$ cat src/rtl/layer_ctrl_pwr_seq.sv
// layer_ctrl_pwr_seq: layer-controller power sequencer (macro LC_PWR_IDLE_WAIT_EN gates shutdown on LC_IDLE)
module layer_ctrl_pwr_seq #(
  parameter int SETTLE_CYCLES = 4
) (
  input  logic CLK,
  input  logic RESETn,
  input  logic SLEEP_REQ,
  input  logic WAKEUP_REQ,
  input  logic LC_IDLE,
  output logic LC_SLEEP,
  output logic LC_RESET,
  output logic LC_ISOLATION,
  output logic PWR_READY
);
  localparam int W_SET = (SETTLE_CYCLES < 1 || SETTLE_CYCLES > 15) ? 1 : SETTLE_CYCLES;
  localparam logic [3:0] RELOAD = 4'(W_SET - 1);
  localparam logic [2:0] SLEEP    = 3'd0;
  localparam logic [2:0] WAKE_PWR = 3'd1;
  localparam logic [2:0] WAKE_RST = 3'd2;
  localparam logic [2:0] ACTIVE   = 3'd3;
  localparam logic [2:0] DOWN_ISO = 3'd4;
  localparam logic [2:0] DOWN_RST = 3'd5;
  logic [2:0] r_state, w_next;
  logic [3:0] r_cnt, w_cnt;
  logic w_drain;
  logic r_sleep, r_rst, r_iso, r_rdy;
`ifdef LC_PWR_IDLE_WAIT_EN
  assign w_drain = LC_IDLE;
`else
  logic w_unused;
  assign w_unused = LC_IDLE;
  assign w_drain = 1'b1;
`endif
  // next state and settle counter; requests only matter in SLEEP and ACTIVE
  always_comb begin
    w_next = r_state;
    w_cnt = r_cnt;
    case (r_state)
      SLEEP: if (WAKEUP_REQ && !SLEEP_REQ) begin
        w_next = WAKE_PWR;
        w_cnt = RELOAD;
      end
      WAKE_PWR: if (r_cnt == 4'd0) w_next = WAKE_RST; else w_cnt = r_cnt - 4'd1;
      WAKE_RST: w_next = ACTIVE;
      ACTIVE: if (SLEEP_REQ && w_drain) w_next = DOWN_ISO;
      DOWN_ISO: w_next = DOWN_RST;
      default: w_next = SLEEP;
    endcase
  end
  // state, counter and outputs registered together; outputs decoded from the next state
  always_ff @(posedge CLK or negedge RESETn) begin
    if (!RESETn) begin
      r_state <= SLEEP;
      r_cnt <= 4'd0;
      r_sleep <= 1'b1;
      r_rst <= 1'b1;
      r_iso <= 1'b1;
      r_rdy <= 1'b0;
    end else begin
      r_state <= w_next;
      r_cnt <= w_cnt;
      r_sleep <= (w_next == SLEEP);
      r_rst <= (w_next == SLEEP) || (w_next == WAKE_PWR) || (w_next == DOWN_RST);
      r_iso <= (w_next != ACTIVE);
      r_rdy <= (w_next == ACTIVE);
    end
  end
  assign LC_SLEEP = r_sleep;
  assign LC_RESET = r_rst;
  assign LC_ISOLATION = r_iso;
  assign PWR_READY = r_rdy;
endmodule

$ cat config.mk
export PLATFORM = sky130hd
export DESIGN_NAME = layer_ctrl_pwr_seq
export DESIGN_NICKNAME = d
export VERILOG_FILES = /design/src/rtl/layer_ctrl_pwr_seq.sv
export SDC_FILE = /design/constraint.sdc
export NUM_CORES = 1
export LEC_CHECK = 0
export ABC_AREA = 1
export CELL_PAD_IN_SITES_DETAIL_PLACEMENT = 1
export CELL_PAD_IN_SITES_GLOBAL_PLACEMENT = 2
export CORE_MARGIN = 4
export CORE_UTILIZATION = 32
export CTS_BUF_LIST = sky130_fd_sc_hd__clkbuf_4
export DETAILED_ROUTE_END_ITERATION = 12
export PLACE_DENSITY_LB_ADDON = 0.05
export SYNTH_ARGS = -nofsm -noshare
export SYNTH_HDL_FRONTEND = slang
export SYNTH_SLANG_ARGS = --single-unit
$ cat constraint.sdc
create_clock -name CLK -period 1.66 [get_ports CLK]
set_input_delay 0.332 -clock CLK [delete_from_list [all_inputs] [get_ports CLK]]
set_output_delay 0.332 -clock CLK [all_outputs]
set_load 0.005 [all_outputs]
# Yosys cells after proc, flatten, opt, wreduce, memory -nomap -nowiden
# Index checks and enable logic that the tools add are counted.
# op_classes
n_shift	0
magnitude_cmp	0
mul	0
mux	7
reduce_logical	9
eq_ne	10
add_sub_neg	1
n_bitwise	0
div_mod_pow	0
# ops
cell	n
3-bit one-hot mux with 5 select lines	1
3-bit by 2-bit equality test with 1-bit output (second input constant)	3
3-bit 2-to-1 mux	3
4-bit 2-to-1 mux	2
4-bit one-hot mux with 2 select lines	1
3-bit by 1-bit equality test with 1-bit output (second input constant)	2
3-bit equality test (second input constant)	2
3-bit zero test	2
4-bit zero test	1
2-bit inequality test (second input constant)	2
4-bit by 1-bit subtractor with 4-bit output (second input constant)	1
3-bit by 2-bit inequality test with 1-bit output (second input constant)	1
3-bit AND reduction	1
1-bit logical OR	2
2-bit nonzero test	1
1-bit logical AND	1
1-bit zero test	1
# word_totals
inputBits	5
mem_bits_rw	0
elab_cells	33
reg_bits	11
mem_count	0
out_inout_bits	4
rom_bits	0
latchBits	0

# Logic depth before layout (Yosys ltp)
# logic_depth
ltp_word	7
depth_mapped	7
mapped_depth_nobuf	7

# Least setup slack after synthesis
# OpenSTA, ideal clock, no wires.
# synth_timing
kind	flip-flop to flip-flop
start	register r_cnt[0]
end	register r_cnt[1]
setup_slack_ns	0.507
setup_time_ns	0.117
path_stages_with_launch	8
path_buffers	0
arrival_time_ns	1.036
required_time_ns	1.543
synth_period_minus_slack_ns	1.153
path_cell_list	dfrtp_1 > inv_1 > ha_1 > nand3_1 > nand2_4 > nand2_4 > nor2_1 > nor2_1
# synth_between
elab_chain_cells	3
elab_cells_between_ends	6
cone_classes	1 x add/sub; 1 x eq/ne; 2 x mux; 2 x reduce/logical
# synth_lines
item	line_no	rtl
start: declaration	24	logic [3:0] r_cnt, w_cnt;
start signal: assignment	61	r_cnt <= w_cnt;
4-bit by 1-bit subtractor with 4-bit output or 4-bit zero test (tied branches)	43	WAKE_PWR: if (r_cnt == 4'd0) w_next = WAKE_RST; else w_cnt = r_cnt - 4'd1;
4-bit 2-to-1 mux or 2-bit inequality test (tied branches)	-	
4-bit one-hot mux with 2 select lines or 3-bit AND reduction (tied branches)	-	
# Parallel ways exist; a longest one is shown, timed or not. The select of a mux whose other input is x is not followed.
# A chain may end at the register's enable or synchronous reset.

# Worst setup path after layout
# layout_timing
start	register r_sleep (netlist: LC_SLEEP)
end	output LC_SLEEP
# layout_lines
item	line_no	rtl
start: declaration	26	logic r_sleep, r_rst, r_iso, r_rdy;
start signal: assignment	62	r_sleep <= (w_next == SLEEP);
end: declaration	10	output logic LC_SLEEP,
# No word-level cell between the ends.

==> results.json <==
{
  "critPathBufInv": 1,
  "slowest_delay_ps": 520,
  "crit_type": "flop to primary output",
  "maxSlewViolCount": 0,
  "syn_inst": 65,
  "async_reset_ff_share_pct": 100,
  "yosysWarningCount": 0,
  "yosysMostFrequentCell": "nand2_1",
  "rsz0062_at_grt": "no",
  "p_leak_nw": 0.374,
  "startpoint_type": "flop",
  "die_y_um": 50.4,
  "grt_pass1_vias": 431,
  "path_max_fanout": 1,
  "syn-cell-area_um2": 574,
  "firstDrtPassIters": 4,
  "finalSetupTns_ps": 0,
  "cts.reportedPaths.clkPinSlew_ps": 70,
  "hp-class": "input pin to async pin",
  "post_cts_buffers": 0,
  "postCtsResizedCells": 0,
  "routabilityCongestion": 0.716,
  "top_layer_used": "met4",
  "tightest_slew_ps": 493,
  "period_needed_ps": 1620,
  "yosysTopAreaCellShare_pct": 34.9,
  "track_usage_pct": 10.6,
  "ant_nets": 0,
  "vias": 423,
  "routed_wl_mm": 1.07,
  "status": "complete, no violations",
  "num-nets-final": 84,
  "route.met3.wl_um": 44,
  "antenna_found_initial": 0,
  "slowest_stage": "dfstp_2",
  "post_dp_cell_area_um2": 676,
  "slew_headroom_pct": 67.0,
  "synth.net_count": 72,
  "cts_hold_buf": 0,
  "grt_pass1_wl_mm": 1.92,
  "synth_ff_type": "dfrtp_1",
  "vdd_ir_drop_max_v": 0.000777,
  "maxCapViolations": 0,
  "yosysSeqAreaShare_pct": 48.6,
  "rows": 15,
  "dp_hpwl_um": 858,
  "powerDensity_mw_per_mm2": 1730,
  "r2r_cells": 7,
  "fin_crit_sh_pct": 97.3,
  "cts_max_level": 1,
  "synthTopCellsByCount": "nand2_1 (12), inv_1 (11), nor2_1 (11), dfrtp_1 (8), nand3_2 (4)",
  "syn2layout_area_growth_pct": 22.4,
  "rr_endpoint": "r_cnt[0]",
  "yosysTopAreaCell": "dfrtp_1",
  "initial_core_util_pct": 33.6,
  "reg2reg_slack_ps": 390,
  "crit_path_cell_trace": "clkdlybuf4s50_1",
  "synth_edf_count": 0,
  "insertion_delay_ps": 270,
  "endpoint_kind": "primary output",
  "fin_skew_ps": 1.72,
  "finalSetupViolCount": 0,
  "design_area_um2": 703,
  "crit_family": "flip-flops",
  "drc": 0,
  "cts_sinks": 11,
  "syn_avg_cell_area_um2": 8.84,
  "met2_length_um": 483,
  "die_w_um": 50.4,
  "synth.distinct_cells": 15,
  "synthTopCellsByArea": "dfrtp_1 (35%), dfstp_2 (14%), nand2_1 (7.8%)",
  "hold_violations": 0,
  "io_buffers": 7,
  "layout-drive-gt1-share_pct": 26.3,
  "drt_iter0_drc": 1,
  "antenna_cells": 0,
  "grt_max_degree": 12,
  "cts_buffer_depth": 2,
  "total_power_mw": 1.21,
  "cts_root_buffer": "clkbuf_4",
  "cp_data_arrival_time_ps": 1280,
  "vias_per_cell": 4.19,
  "rr_startpoint": "r_cnt[0]",
  "cts_made_buffers": 3,
  "fmax_mhz": 619,
  "cp.required_ps": 1330,
  "die_area_mm2": 0.00254,
  "wire_per_inst_um": 10.6,
  "io_pins": 9,
  "yosys_register_bits": 11,
  "core-area_mm2": 0.00171,
  "cts_tree": "done",
  "route.layer.met1.wl_um": 506,
  "grt_overflow": 0
}
==> through the flow <==
| stage | hold WS [ps] | worst slack (ps) | std cells | util (%) |
|---|---|---|---|---|
| global placement | 478 | 261 | 97 | 39.6 |
| floorplan | 36.4 | 507 | 65 | - |
| CTS | 399 | 29.5 | 101 | 41.2 |
| detailed placement | 487 | 254 | 97 | 39.6 |
| finish | 385 | 44.2 | 101 | 41.2 |
| global route | 417 | 7.22 | 101 | 41.2 |
==> logic make-up after synthesis <==
| family | synth area share, % |
|---|---|
| AOI/OAI and AO/OA | 0.871 |
| adders and majority gates | 4.36 |
| xor gates and xnor gates | 1.53 |
| and+or+nand+nor | 36.8 |
| DFF | 48.6 |
| buffers and inverters | 7.84 |
==> per-layer routing <==
| layer | vias to the layer above | track usage [%] |
|---|---|---|
| li1 | 215 | - |
| met5 | - | 0 |
| met2 | 6 | 15.2 |
| met3 | 4 | 2.37 |
| met4 | 0 | 9.42 |
| met1 | 198 | 13.2 |
==> cell usage in the layout (no fill, tap or decap), drive strengths merged <==
master | synthesis | layout
nand3 | 7 | 7
dfrtp | 8 | 8
dfstp | 3 | 3
ha | 2 | 2
xnor2 | 1 | 1
nor2 | 15 | 15
inv | 12 | 12
clkdlybuf4s50 | 0 | 7
clkinv | 0 | 1
o21ai | 1 | 1
nand2 | 16 | 16
clkbuf | 0 | 3
==> registers in the layout (all words and copies together) (netlist names) <==
| register | flops |
|---|---|
| LC_SLEEP | 1 |
| r_state | 3 |
| LC_RESET | 1 |
| r_cnt | 4 |
| LC_ISOLATION | 1 |
| PWR_READY | 1 |
==> where the power goes <==
group | total [mW] | internal [mW] | switching, mW
Combinational | 0.577 | 0.243 | 0.334
Clock | 0.188 | 0.0894 | 0.0986
Sequential | 0.449 | 0.386 | 0.0628
Total | 1.21 | 0.718 | 0.495
==> final cells by class <==
type                            instances  area [um2]
Clock buffer                            3        22.5
Clock inverter                          1        5.00
Fill cell                             209        1000
Inverter                               12        45.0
Multi-Input combinational cell         42         250
Sequential cell                        11         279
Tap cell                               25        31.3
Timing Repair Buffer                    7        70.1
==> how the worst max path moves through the flow <==
stage	startpoint	end	slack, ps	cells past startpoint
global route	LC_ISOLATION	LC_ISOLATION	7	1
global placement	SLEEP_REQ	LC_SLEEP	260	7
detailed placement	SLEEP_REQ	LC_SLEEP	250	7
CTS	LC_SLEEP	LC_SLEEP	30	1
finish	LC_SLEEP	LC_SLEEP	40	1
floorplan	r_cnt[0]	r_cnt[1]	510	7
No activity file was read; power rests on OpenSTA's default activity.
